$ cat config.mk
export PLATFORM = sky130hd
export DESIGN_NAME = crg_seq
export DESIGN_NICKNAME = d
export VERILOG_FILES = /design/src/rtl/crg_pkg.sv /design/src/rtl/crg_seq_cnt.sv /design/src/rtl/sync_level.sv /design/src/rtl/crg_seq.sv
export SDC_FILE = /design/constraint.sdc
export NUM_CORES = 1
export LEC_CHECK = 0
export CAP_MARGIN = 20
export CORE_MARGIN = 2
export CORE_UTILIZATION = 30
export CTS_CLUSTER_DIAMETER = 30
export DETAILED_ROUTE_END_ITERATION = 7
export PLACE_DENSITY = 0.56
export SLEW_MARGIN = 10
export SYNTH_ARGS = -nofsm -noshare
export SYNTH_HDL_FRONTEND = slang
export SYNTH_SLANG_ARGS = --single-unit
$ cat constraint.sdc
create_clock -name clk_6p5m_reg -period 2.2 [get_ports clk_6p5m_reg]
set_input_delay 0.44 -clock clk_6p5m_reg [delete_from_list [all_inputs] [get_ports clk_6p5m_reg]]
set_output_delay 0.44 -clock clk_6p5m_reg [all_outputs]
set_load 0.02 [all_outputs]
$ cat src/rtl/crg_pkg.sv
// Shared types and default constants for the clock/reset sequencer.
// Imported by crg_seq and its sub-modules.
package crg_pkg;

  typedef enum logic [2:0] {
    ST_IDLE     = 3'd0,
    ST_SWITCH   = 3'd1,
    ST_WAIT_CLK = 3'd2,
    ST_EFUSE    = 3'd3,
    ST_FIFO_ON  = 3'd4,
    ST_RUN      = 3'd5,
    ST_DRAIN    = 3'd6
  } crg_seq_state_e;

  localparam int CRG_FIFO_LEAD = 4;
  localparam int CRG_SW_HOLD   = 1024;
  localparam int CRG_TMO_CYC   = 4096;
  localparam int CRG_CNT_W     = 12;

endpackage

$ cat src/rtl/crg_seq_cnt.sv
// Loadable saturating down-counter with zero flag.
// Shared by switch hold, FIFO lead and wait timeout.
import crg_pkg::*;

module crg_seq_cnt #(
  parameter int W = CRG_CNT_W
) (
  input  logic         i_clk,
  input  logic         i_rst_n,
  input  logic         i_load,
  input  logic [W-1:0] i_val,
  input  logic         i_dec,
  output logic         o_zero
);

  logic [W-1:0] r_cnt;

  // load wins over decrement; decrement stops at zero
  always_ff @(posedge i_clk or negedge i_rst_n) begin
    if (!i_rst_n)                    r_cnt <= '0;
    else if (i_load)                 r_cnt <= i_val;
    else if (i_dec && r_cnt != '0)   r_cnt <= r_cnt - 1'b1;
  end

  assign o_zero = (r_cnt == '0);

endmodule

$ cat src/rtl/sync_level.sv
// Multi-flop level synchroniser into the destination clock domain.
// Resets to 0.
module sync_level #(
  parameter int STAGES = 2
) (
  input  logic i_clk,
  input  logic i_rst_n,
  input  logic i_d,
  output logic o_q
);

  logic [STAGES-1:0] r_ff;

  // shift the asynchronous level through the flop chain
  always_ff @(posedge i_clk or negedge i_rst_n) begin
    if (!i_rst_n) r_ff <= '0;
    else          r_ff <= {r_ff[STAGES-2:0], i_d};
  end

  assign o_q = r_ff[STAGES-1];

endmodule

$ cat src/rtl/crg_seq.sv
// Clock/reset enable sequencer in the always-on 6.5 MHz register domain.
// Optional wait-state timeout: define CRG_SEQ_TIMEOUT_EN.
import crg_pkg::*;

module crg_seq #(
  parameter int FIFO_LEAD = CRG_FIFO_LEAD,
  parameter int SW_HOLD   = CRG_SW_HOLD,
  parameter int TMO_CYC   = CRG_TMO_CYC
) (
  input  logic       clk_6p5m_reg,
  input  logic       rst_reg_n,
  input  logic       start_req,
  input  logic       stop_req,
  input  logic       clk_sel_req,
  input  logic       efuse_done,
  input  logic       clk_en,
  input  logic       tim_run,
  output logic       rg_efuse_en,
  output logic       rg_fifo_clk_en,
  output logic       rg_top_start,
  output logic       rg_clk_sel,
  output logic       busy,
  output logic [2:0] seq_state,
  output logic       err_tmo
);

  localparam logic [CRG_CNT_W-1:0] LD_SW   = CRG_CNT_W'(SW_HOLD - 1);
  localparam logic [CRG_CNT_W-1:0] LD_FIFO = CRG_CNT_W'(FIFO_LEAD - 1);
  localparam logic [CRG_CNT_W-1:0] LD_TMO  = CRG_CNT_W'(TMO_CYC - 1);

  crg_seq_state_e r_state;
  crg_seq_state_e w_nxt;

  logic w_clk_en_s;
  logic w_tim_run_s;
  logic w_start;
  logic w_pend_set;
  logic w_pend_clr;
  logic w_load;
  logic w_dec;
  logic w_zero;
  logic w_busy_nxt;
  logic w_tmo;
  logic [CRG_CNT_W-1:0] w_load_val;

  logic r_pend;
  logic r_efuse_en;
  logic r_fifo_clk_en;
  logic r_top_start;
  logic r_clk_sel;
  logic r_busy;

  sync_level #(.STAGES(2)) u_sync_clk_en (
    .i_clk   (clk_6p5m_reg),
    .i_rst_n (rst_reg_n),
    .i_d     (clk_en),
    .o_q     (w_clk_en_s)
  );

  sync_level #(.STAGES(2)) u_sync_tim_run (
    .i_clk   (clk_6p5m_reg),
    .i_rst_n (rst_reg_n),
    .i_d     (tim_run),
    .o_q     (w_tim_run_s)
  );

  crg_seq_cnt #(.W(CRG_CNT_W)) u_cnt (
    .i_clk   (clk_6p5m_reg),
    .i_rst_n (rst_reg_n),
    .i_load  (w_load),
    .i_val   (w_load_val),
    .i_dec   (w_dec),
    .o_zero  (w_zero)
  );

  // a simultaneous stop cancels a start
  assign w_start = start_req & ~stop_req;

  // next-state decode, pending-start control and timeout detect
  always_comb begin
    w_nxt      = r_state;
    w_pend_set = 1'b0;
    w_pend_clr = 1'b0;
    w_tmo      = 1'b0;
    unique case (r_state)
      ST_IDLE: begin
        if (clk_sel_req != r_clk_sel) begin
          w_nxt      = ST_SWITCH;
          w_pend_set = w_start;
        end else if (w_start || r_pend) begin
          w_nxt      = ST_WAIT_CLK;
          w_pend_clr = 1'b1;
        end
      end
      ST_SWITCH: begin
        w_pend_set = w_start;
        if (w_zero) w_nxt = ST_IDLE;
      end
      ST_WAIT_CLK: begin
        if (stop_req)        w_nxt = ST_IDLE;
        else if (w_clk_en_s) w_nxt = ST_EFUSE;
      end
      ST_EFUSE: begin
        if (stop_req)        w_nxt = ST_IDLE;
        else if (efuse_done) w_nxt = ST_FIFO_ON;
      end
      ST_FIFO_ON: begin
        if (stop_req)    w_nxt = ST_IDLE;
        else if (w_zero) w_nxt = ST_RUN;
      end
      ST_RUN: begin
        if (stop_req) w_nxt = ST_DRAIN;
      end
      ST_DRAIN: begin
        if (!w_tim_run_s) w_nxt = ST_IDLE;
      end
      default: w_nxt = ST_IDLE;
    endcase
`ifdef CRG_SEQ_TIMEOUT_EN
    if (w_zero &&
        (r_state == ST_WAIT_CLK ||
         r_state == ST_EFUSE ||
         r_state == ST_DRAIN ||
         (r_state == ST_RUN && !w_tim_run_s))) begin
      w_tmo = 1'b1;
      w_nxt = ST_IDLE;
    end
`endif
  end

  // counter reloads on every state change with the new state's budget
  always_comb begin
    w_load     = (w_nxt != r_state);
    w_load_val = '0;
    unique case (w_nxt)
      ST_SWITCH:  w_load_val = LD_SW;
      ST_FIFO_ON: w_load_val = LD_FIFO;
      ST_WAIT_CLK,
      ST_EFUSE,
      ST_RUN,
      ST_DRAIN:   w_load_val = LD_TMO;
      default:    w_load_val = '0;
    endcase
    w_dec = !w_load && !(r_state == ST_RUN && w_tim_run_s);
  end

  // busy drops only in IDLE and in an acknowledged RUN
  assign w_busy_nxt = (w_nxt != ST_IDLE) &&
                      !(w_nxt == ST_RUN && w_tim_run_s);

  // state, pending start and registered enables derived from next state
  always_ff @(posedge clk_6p5m_reg or negedge rst_reg_n) begin
    if (!rst_reg_n) begin
      r_state       <= ST_IDLE;
      r_pend        <= 1'b0;
      r_efuse_en    <= 1'b0;
      r_fifo_clk_en <= 1'b0;
      r_top_start   <= 1'b0;
      r_clk_sel     <= 1'b0;
      r_busy        <= 1'b0;
    end else begin
      r_state       <= w_nxt;
      if (w_pend_set)      r_pend <= 1'b1;
      else if (w_pend_clr) r_pend <= 1'b0;
      r_efuse_en    <= (w_nxt == ST_EFUSE);
      r_fifo_clk_en <= (w_nxt == ST_FIFO_ON) ||
                       (w_nxt == ST_RUN) ||
                       (w_nxt == ST_DRAIN);
      r_top_start   <= (w_nxt == ST_RUN);
      if (w_nxt == ST_SWITCH && r_state != ST_SWITCH)
        r_clk_sel   <= clk_sel_req;
      r_busy        <= w_busy_nxt;
    end
  end

`ifdef CRG_SEQ_TIMEOUT_EN
  logic r_err;

  // sticky timeout flag; a later start request clears it
  always_ff @(posedge clk_6p5m_reg or negedge rst_reg_n) begin
    if (!rst_reg_n)     r_err <= 1'b0;
    else if (w_tmo)     r_err <= 1'b1;
    else if (start_req) r_err <= 1'b0;
  end

  assign err_tmo = r_err;
`else
  assign err_tmo = 1'b0;
`endif

  assign rg_efuse_en    = r_efuse_en;
  assign rg_fifo_clk_en = r_fifo_clk_en;
  assign rg_top_start   = r_top_start;
  assign rg_clk_sel     = r_clk_sel;
  assign busy           = r_busy;
  assign seq_state      = r_state;

endmodule
* Yosys cells after proc, flatten, opt, wreduce, memory -nomap -nowiden *
Index checks and enable logic that the tools add are counted.
Widths: inputs -> output; s select.

operators by class
  $add $sub $neg = 1
  bitwise operators = 2
  reduce and logical (&&, ||, !) cells = 19
  equal/unequal tests = 15
  multiplexer cells = 22

operator list
  kind                   count
  $pmux 12 s3            1
  $mux 3                 11
  $mux 12                2
  $pmux 3 s7             1
  $eq 3x3->1 const B     6
  $eq 3x2->1 const B     4
  $logic_not 12->1       1
  $reduce_bool 12->1     1
  $sub 12x1->12 const B  1
  $eq 3x1->1 const B     2
  $logic_and 1x1->1      6
  $mux 1                 6
  $reduce_bool 2->1      2
  $reduce_or 4->1        1
  $logic_not 1->1        3
  $logic_not 3->1        1
  $logic_or 1x1->1       3
  $ne 3x1->1 const B     1
  $ne 3x3->1             1
  $reduce_bool 3->1      1
  $pmux 1 s2             1
  $and 1x1->1            1
  $ne 1x1->1             1
  $not 1->1              1

storage, ports and cells
  output and inout port bits = 9
  bits in registers = 25
  input bits = 8

* Longest topological paths before layout *
Gate-level depths: netlist of run 1.

  depth after elaboration = 12
  depth in mapped cells = 9
  mapped depth without buffers = 8

* Hierarchy *
From an unflattened synthesis of run 1, not the netlist that was laid out.

second synthesis, totals
  cells, all modules = 154
  area total of the unflattened synthesis = 1519.0 um^2

by module, submodules not included
  module       cells each  instances  area an instance (um^2)
  crg_seq_cnt  89          1          798.3
  crg_seq      61          1          620.6
  sync_level   2           2          50.0

* Least setup slack after synthesis of run 1 *
Ideal clock, no wire load.

  path type = reg2reg
  start point = register r_state[2], in the netlist seq_state[2]
  end point = register u_cnt.r_cnt[4]
  path slack = 0.025 ns
  cell stages (with the launch flop) = 8
  data required time = 2.080 ns
  library setup time = 0.120 ns
  arrival time = 2.054 ns
  cell sequence = dfrtp_1 > or3b_1 > a211oi_2 > a31oi_2 > a221oi_4 > nand2b_2 > buf_6 > o211a_1

between the ends
  longest elaborated chain between the ends = 8

ends and longest elaborated chain
  what                                                                 RTL line           source
  from (decl)                                                          crg_seq.sv:31      crg_seq_state_e r_state;
  from (signal assigned)                                               crg_seq.sv:162     r_state <= w_nxt;
  parallel branches: the longest is 8 deep, another holds $pmux 12 s3  n/a
  to (signal assigned)                                                 crg_seq_cnt.sv:21  else if (i_load) r_cnt <= i_val;
  to (signal assigned)                                                 crg_seq_cnt.sv:22  else if (i_dec && r_cnt != '0) r_cnt <= r_cnt - 1'b1;
  to (decl)                                                            crg_seq_cnt.sv:16  logic [W-1:0] r_cnt;

Parallel ways; which one is timed is not known.
A chain may end at the register's enable or synchronous reset.

* Worst setup path after layout of run 1 *
  start point = register u_cnt.r_cnt[8]
  end point = register r_busy, in the netlist busy

between the ends
  longest elaborated chain between the ends = 8

ends and longest elaborated chain
  what                  RTL line           source
  $logic_not 12->1 *    crg_seq_cnt.sv:25  assign o_zero = (r_cnt == '0);
  $mux 3                crg_seq.sv:109     else if (w_zero) w_nxt = ST_RUN;
  $mux 3                crg_seq.sv:108     if (stop_req) w_nxt = ST_IDLE;
  $pmux 3 s7 *          crg_seq.sv:85      unique case (r_state)
  $eq 3x3->1            crg_seq.sv:149     !(w_nxt == ST_RUN && w_tim_run_s);
  $logic_and 1x1->1     crg_seq.sv:149
  $logic_not 1->1       crg_seq.sv:149
  $logic_and 1x1->1 *   crg_seq.sv:148     assign w_busy_nxt = (w_nxt != ST_IDLE) &&
  via w_busy_nxt        crg_seq.sv:42      logic w_busy_nxt;
  to (signal assigned)  crg_seq.sv:172     r_busy <= w_busy_nxt;
  to (decl)             crg_seq.sv:51      logic r_busy;

Mark *: on every way through the listed nets, which the timed path passes. The rest lies on a longest branch.

==> results of run 1 <==
state kept, by name, indices dropped and copies added (netlist names):
register and count:
busy 1, r_pend 1, rg_clk_sel 1, rg_efuse_en 1, rg_fifo_clk_en 1, rg_top_start 1, seq_state 3, u_cnt.r_cnt 12
u_sync_clk_en.r_ff 2, u_sync_tim_run.r_ff 2
worst min path at each step:
| stage | to | start | slack, ns |
|---|---|---|---|
| 5_1_grt | u_sync_tim_run.r_ff[1]$_DFF_PN0_ | u_sync_tim_run.r_ff[0]$_DFF_PN0_ | 0.39 |
| 3_3_place_gp | u_sync_tim_run.r_ff[1]$_DFF_PN0_ | u_sync_tim_run.r_ff[0]$_DFF_PN0_ | 0.34 |
| 4_1_cts | u_sync_tim_run.r_ff[1]$_DFF_PN0_ | u_sync_tim_run.r_ff[0]$_DFF_PN0_ | 0.37 |
| 2_1_floorplan | busy$_DFF_PN0_ | rst_reg_n | 0.14 |
| 6_report | u_sync_tim_run.r_ff[1]$_DFF_PN0_ | u_sync_tim_run.r_ff[0]$_DFF_PN0_ | 0.36 |
| 3_5_place_dp | u_sync_tim_run.r_ff[1]$_DFF_PN0_ | u_sync_tim_run.r_ff[0]$_DFF_PN0_ | 0.34 |
per-stage QoR:
stage | cells | setup TNS [ns] | util
3_5_place_dp | 240 | -3.195 | 0.3898
3_3_place_gp | 240 | -2.544 | 0.3898
5_1_grt | 244 | -0.2655 | 0.4239
4_1_cts | 244 | 0 | 0.4056
2_1_floorplan | 151 | 0 | -
6_report | 244 | 0 | 0.4239
kinds of logic after synthesis:
family,after synthesis,share of synthesized area
mux,1,0.007853
flops,25,0.4363
buf+inv,13,0.04189
compound gates,43,0.2278
simple gates,62,0.2417
other cells,1,0.002615
xor+xnor,4,0.02444
fa+ha+maj,2,0.01745
synthesized netlist by cell type, types with 3 or more instances:
cell type   n  share of area
nor3b_1     4          0.021
a21oi_1     8          0.028
nand2_1     6          0.016
nor4_1      3          0.013
nand3_1     4          0.014
and3_1      9          0.039
nor2_1     14          0.037
nor3_1      6          0.021
o211a_1     8          0.056
dfrtp_1    25           0.44
o21ai_0     9          0.031
clkbuf_1    5          0.013
inv_1       6          0.016
nor2b_1     5          0.022
final cells by class:
cell class              instances  area (µm²)
fillers                       449        2685
multi-input cells             113       848.3
flip-flops and latches         25       625.6
repair buffers                 42       362.8
well taps                      54       67.56
clock buffers                   3       41.29
inverters                       6       22.52
clock inverters                 1       7.507
power by group:
group	internal, W	total (W)	switching, W
clock network	0.000129	0.000288	0.000159
logic	0.000895	0.00179	0.000891
registers	0.000627	0.000774	0.000147
total	0.00165	0.00285	0.00120
routing by layer:
layer	routed length, µm	global-route usage	vias up
met5	0	0	-
met4	51	0.03292	0
met3	87	0.03453	6
met2	1892	0.2372	18
met1	1538	0.1779	634
li1	-	-	622
timing repair:
item / 4_1_cts / 5_1_grt
pin swaps: 1 / 5
endpoints found under the setup margin: 10 / 13
gates resized for setup: 4 / 16
critical path, delay by kind of cell (launching register included):
family | cells | cell delay, ns
AND/OR/NAND/NOR | 3 | 0.70
AO/OA/AOI/OAI | 3 | 0.65
buffers and inverters | 1 | 0.21
flip-flops | 1 | 0.45
==> results_dict.tcl, run 1 <==
set metrics [dict create \
    fin_ws_ns 0.08825 \
    drive_gt1_frac 0.2579 \
    io_pins 17 \
    seq_area_frac_synth 0.4363 \
    power_density_mw_per_mm2 1441 \
    setup_viol 0 \
    die_x_um 73.14 \
    first_pass_iters 4 \
    num_vias 1280 \
    layout.nets 201 \
    holdBufCountCts 0 \
    drt_drc_violations_left 0 \
    grt_pass1_vias 1284 \
    fmax_ghz 0.4735 \
    hp-class "register to register" \
    worstPathArrival_ns 2.29 \
    yosys_register_bits 25 \
    r2r_slack_ns 0.09 \
    yosys_most_used_dff "dfrtp_1" \
    synthArstFlopShare 1.000 \
    post-route-period-util 0.9599 \
    cp_max_fo 6 \
    row_count 25 \
    hold_violations 0 \
    cts_buffer_depth 2 \
    antenna_cells 0 \
    crit_path_end_kind "register" \
    htreeDepth 1 \
    worstSetupPathType "register to register" \
    clock_sinks 25 \
    cts_tree "done" \
    synthesis.area_mm2 0.001434 \
    grt_start_max_net_pins 26 \
    timing.rr.end "busy$_DFF_PN0_" \
    cp-start-kind "register" \
    endpoint "busy$_DFF_PN0_" \
    cts_root_buf "clkbuf_8" \
    worstReg2RegStart "u_cnt.r_cnt[8]$_DFFE_PN0P_" \
    netlist_instances 151 \
    initialDrtViolationCount 86 \
    p_leak_nw 0.9438 \
    cpPeakStageDelay_ns 0.48 \
    dieArea_mm2 0.005349 \
    avgSynthCellArea_um2 9.496 \
    holdPathStages 0 \
    vias_per_cell 5.246 \
    synth_warnings 0 \
    slew_viol_final 0 \
    dp_hpwl_mm 2.635 \
    critical_path.cell_chain "nor4_1 -> buf_4 -> nand4_1 -> o31a_1 -> a21oi_1 -> nand2_1 -> a21o_1" \
    post_drt_wl_per_cell_um 14.62 \
    core_mm2 0.004661 \
    final_cell_mix "dfrtp_1, buf_4, nor2_1, clkdlybuf4s50_1" \
    cts_setup_buffers 0 \
    detailedPlace.worstSlack_ns -0.2779 \
    postPlaceCellArea_mm2 0.001817 \
    status "finished, final reports clean" \
    die_y_um 73.14 \
    cts-buffers-inserted 3 \
    worst_clock_skew_ns 0.01120 \
    synth_cell_types 46 \
    gpl.final_weighted_congestion 0.8021 \
    grt_pass1_wl_mm 5.830 \
    design_area_mm2 0.001976 \
    critical_path_required_ns 2.38 \
    crit_start "u_cnt.r_cnt[8]$_DFFE_PN0P_" \
    insertion_delay_ns 0.28 \
    min_period_ns 2.112 \
    portBuffers 15 \
    grt_usage 0.1396 \
    grt_overflow 0 \
    syn_nets 161 \
    drv_cap 0 \
    power_w 0.002847 \
    drt_wl_total_mm 3.568 \
    start_util 0.3077 \
    crit_path_top_delay_cell "nor4_1" \
    synth_edf_count 0 \
    fin_hold_ws_ns 0.3645 \
    antenna_found_initial 0 \
    clk_pin_slew_worst_paths_ns 0.10 \
    ant_nets 0 \
    ir_drop_mv 0.7587 \
    syn2layout_area_growth_pct 37.78 \
    r2r_cells 7 \
]
(Power assumes the default switching activity.)
==> run 2, diff against run 1 <==
--- a/config.mk
+++ b/config.mk
@@ -6,7 +6,6 @@
 export NUM_CORES = 1
 export LEC_CHECK = 0
 export CAP_MARGIN = 20
-export CORE_MARGIN = 2
 export CORE_UTILIZATION = 30
 export CTS_CLUSTER_DIAMETER = 30
 export DETAILED_ROUTE_END_ITERATION = 7
==> results_dict.tcl, run 2 (synthesized netlist as in run 1, its figures left out) <==
set metrics [dict create \
    hold_violations 0 \
    regArea_um2 625.6 \
    drt_wl_total_mm 3.717 \
    row_count 24 \
    place_inst 242 \
    grt_overflow 0 \
    fin_hold_ws_ns 0.3554 \
    antenna_cells 0 \
    grt_pass1_wl_mm 6.161 \
    final_cell_mix "buf_4, dfrtp_1, nor2_1, clkdlybuf4s50_1" \
    antenna_found_initial 0 \
    die_y_um 71.14 \
    multi_input_area_um2 843.3 \
    ir_drop_mv 0.5605 \
    layout.nets 206 \
    clock_sinks 25 \
    worst_clock_skew_ns 0.002773 \
    io_pins 17 \
    violations "design-rule violations" \
    p_leak_nw 0.9571 \
    num_vias 1290 \
    holdBufCountCts 0 \
    gr-usage-met2 0.2778 \
    cts_buffer_depth 2 \
    clk_pin_slew_worst_paths_ns 0.09 \
    gr-max-usage-layer "met2" \
    largest_reg_flops 12 \
    worstSetupPathType "input port to register" \
    cts-buffers-inserted 3 \
    hp-start "u_sync_tim_run.r_ff[0]$_DFF_PN0_" \
    dieArea_mm2 0.005060 \
    r2r_slack_ns 0.09 \
    drv_cap 0 \
    initialDrtViolationCount 51 \
    post_drt_wl_per_cell_um 15.05 \
    cp_max_fo 8 \
    use_met3 0.01709 \
    crit_path_end_kind "register" \
    fmax_ghz 0.4700 \
    grt.met1_usage 0.1941 \
    timing.rr.end "u_cnt.r_cnt[7]$_DFFE_PN0P_" \
    post-route-period-util 0.9670 \
    rsz0062_at_grt "true" \
    slew_viol_final 0 \
    core_mm2 0.004474 \
    min_period_ns 2.127 \
    die_x_um 71.14 \
    first_pass_iters 6 \
    htreeDepth 1 \
    dp_hpwl_mm 2.704 \
    holdPathStages 0 \
    grt_usage 0.1573 \
    ant_nets 0 \
    cts_tree "done" \
    vias_per_cell 5.223 \
    cp-start-kind "input port" \
    critical_path_required_ns 2.36 \
    drt_drc_violations_left 6 \
    worstPathArrival_ns 2.29 \
    layout_commonest_cell "buf_4" \
    status "finished, violations left" \
    worstReg2RegStart "seq_state[2]$_DFF_PN0_" \
    start_util 0.3205 \
    top_register "u_cnt.r_cnt" \
    power_density_mw_per_mm2 1451 \
    setup_viol 0 \
    insertion_delay_ns 0.27 \
    drive_gt1_frac 0.2615 \
    hp-class "register to register" \
    min_to "u_sync_tim_run.r_ff[1]$_DFF_PN0_" \
    syn2layout_area_growth_pct 39.35 \
    gpl.final_weighted_congestion 0.7987 \
    cts_root_buf "clkbuf_8" \
    grt_start_max_net_pins 26 \
    stdcell_count 247 \
    portBuffers 15 \
    n_fill_cell 431 \
    grt_pass1_vias 1332 \
    r2r_cells 7 \
]
-- run 2: cell types whose count changed in the layout (fill, tap and decap cells not counted), sizes merged --
| cell | before | now |
|---|---|---|
| clkbuf | 3 | 4 |
| dlymetal6s2s | 1 | 0 |
| dlygate4sd2 | 0 | 1 |
| buf | 27 | 32 |
| clkinvlp | 1 | 0 |
-- run 2: worst max-delay path, cell delays in order --
cell             delay [ns]
clkdlybuf4s50_1        0.42
buf_4                  0.18
buf_4                  0.15
a211oi_4               0.20
a31oi_4                0.06
buf_6                  0.13
a221oi_4               0.33
nand2b_4               0.14
o211a_1                0.23
-- run 2: power by group --
group          switching (W)  internal (W)
Combinational       0.000927      0.000932
Sequential          0.000140      0.000627
Clock               0.000143      0.000130
-- run 2: layer usage --
metal	routed length, µm	share of wire
met3	85	0.023
met1	1692	0.46
met2	1919	0.52
met5	0	0
met4	19	0.0051
-- run 2: area by class of cell --
class,instances,area share
clock buffer,4,0.02254
inverter,6,0.01127
multi-input combinational,113,0.4220
sequential,25,0.3131
tap,52,0.03256
timing repair buffer,47,0.1985
-- run 2: through the flow --
stage | TNS (ns) | instance area, µm² | setup WS, ns | power (W) | util
detailed placement | -3.752 | 1844 | -0.3257 | 0.002427 | 0.4122
global placement | -3.054 | 1844 | -0.2673 | 0.002339 | 0.4122
CTS | 0 | 1958 | 0.04116 | 0.002837 | 0.4376
floorplan | 0 | 1434 | 0.02523 | 0.001733 | -
global route | -0.004488 | 1998 | -0.004488 | 0.003117 | 0.4466
finish | 0 | 1998 | 0.07255 | 0.002900 | 0.4466
-- run 2: repair_timing --
action / in CTS / in global routing
gates resized for setup: 13 / 6
buffers inserted: 1 / 1
setup endpoints to repair: 12 / 12
pin swaps: 7 / 4
-- run 2: worst max path at each step --
stage                               startpoint                          to  slack (ns)  cells past startpoint
global placement                    efuse_done  u_cnt.r_cnt[6]$_DFFE_PN0P_       -0.27                      8
finish                                stop_req  u_cnt.r_cnt[7]$_DFFE_PN0P_        0.07                      9
CTS                 u_cnt.r_cnt[0]$_DFFE_PN0P_  u_cnt.r_cnt[2]$_DFFE_PN0P_        0.04                     10
floorplan               seq_state[2]$_DFF_PN0_  u_cnt.r_cnt[4]$_DFFE_PN0P_        0.03                      7
detailed placement                  efuse_done  u_cnt.r_cnt[7]$_DFFE_PN0P_       -0.33                      8
global route            seq_state[1]$_DFF_PN0_  u_cnt.r_cnt[7]$_DFFE_PN0P_      -0.004                      7
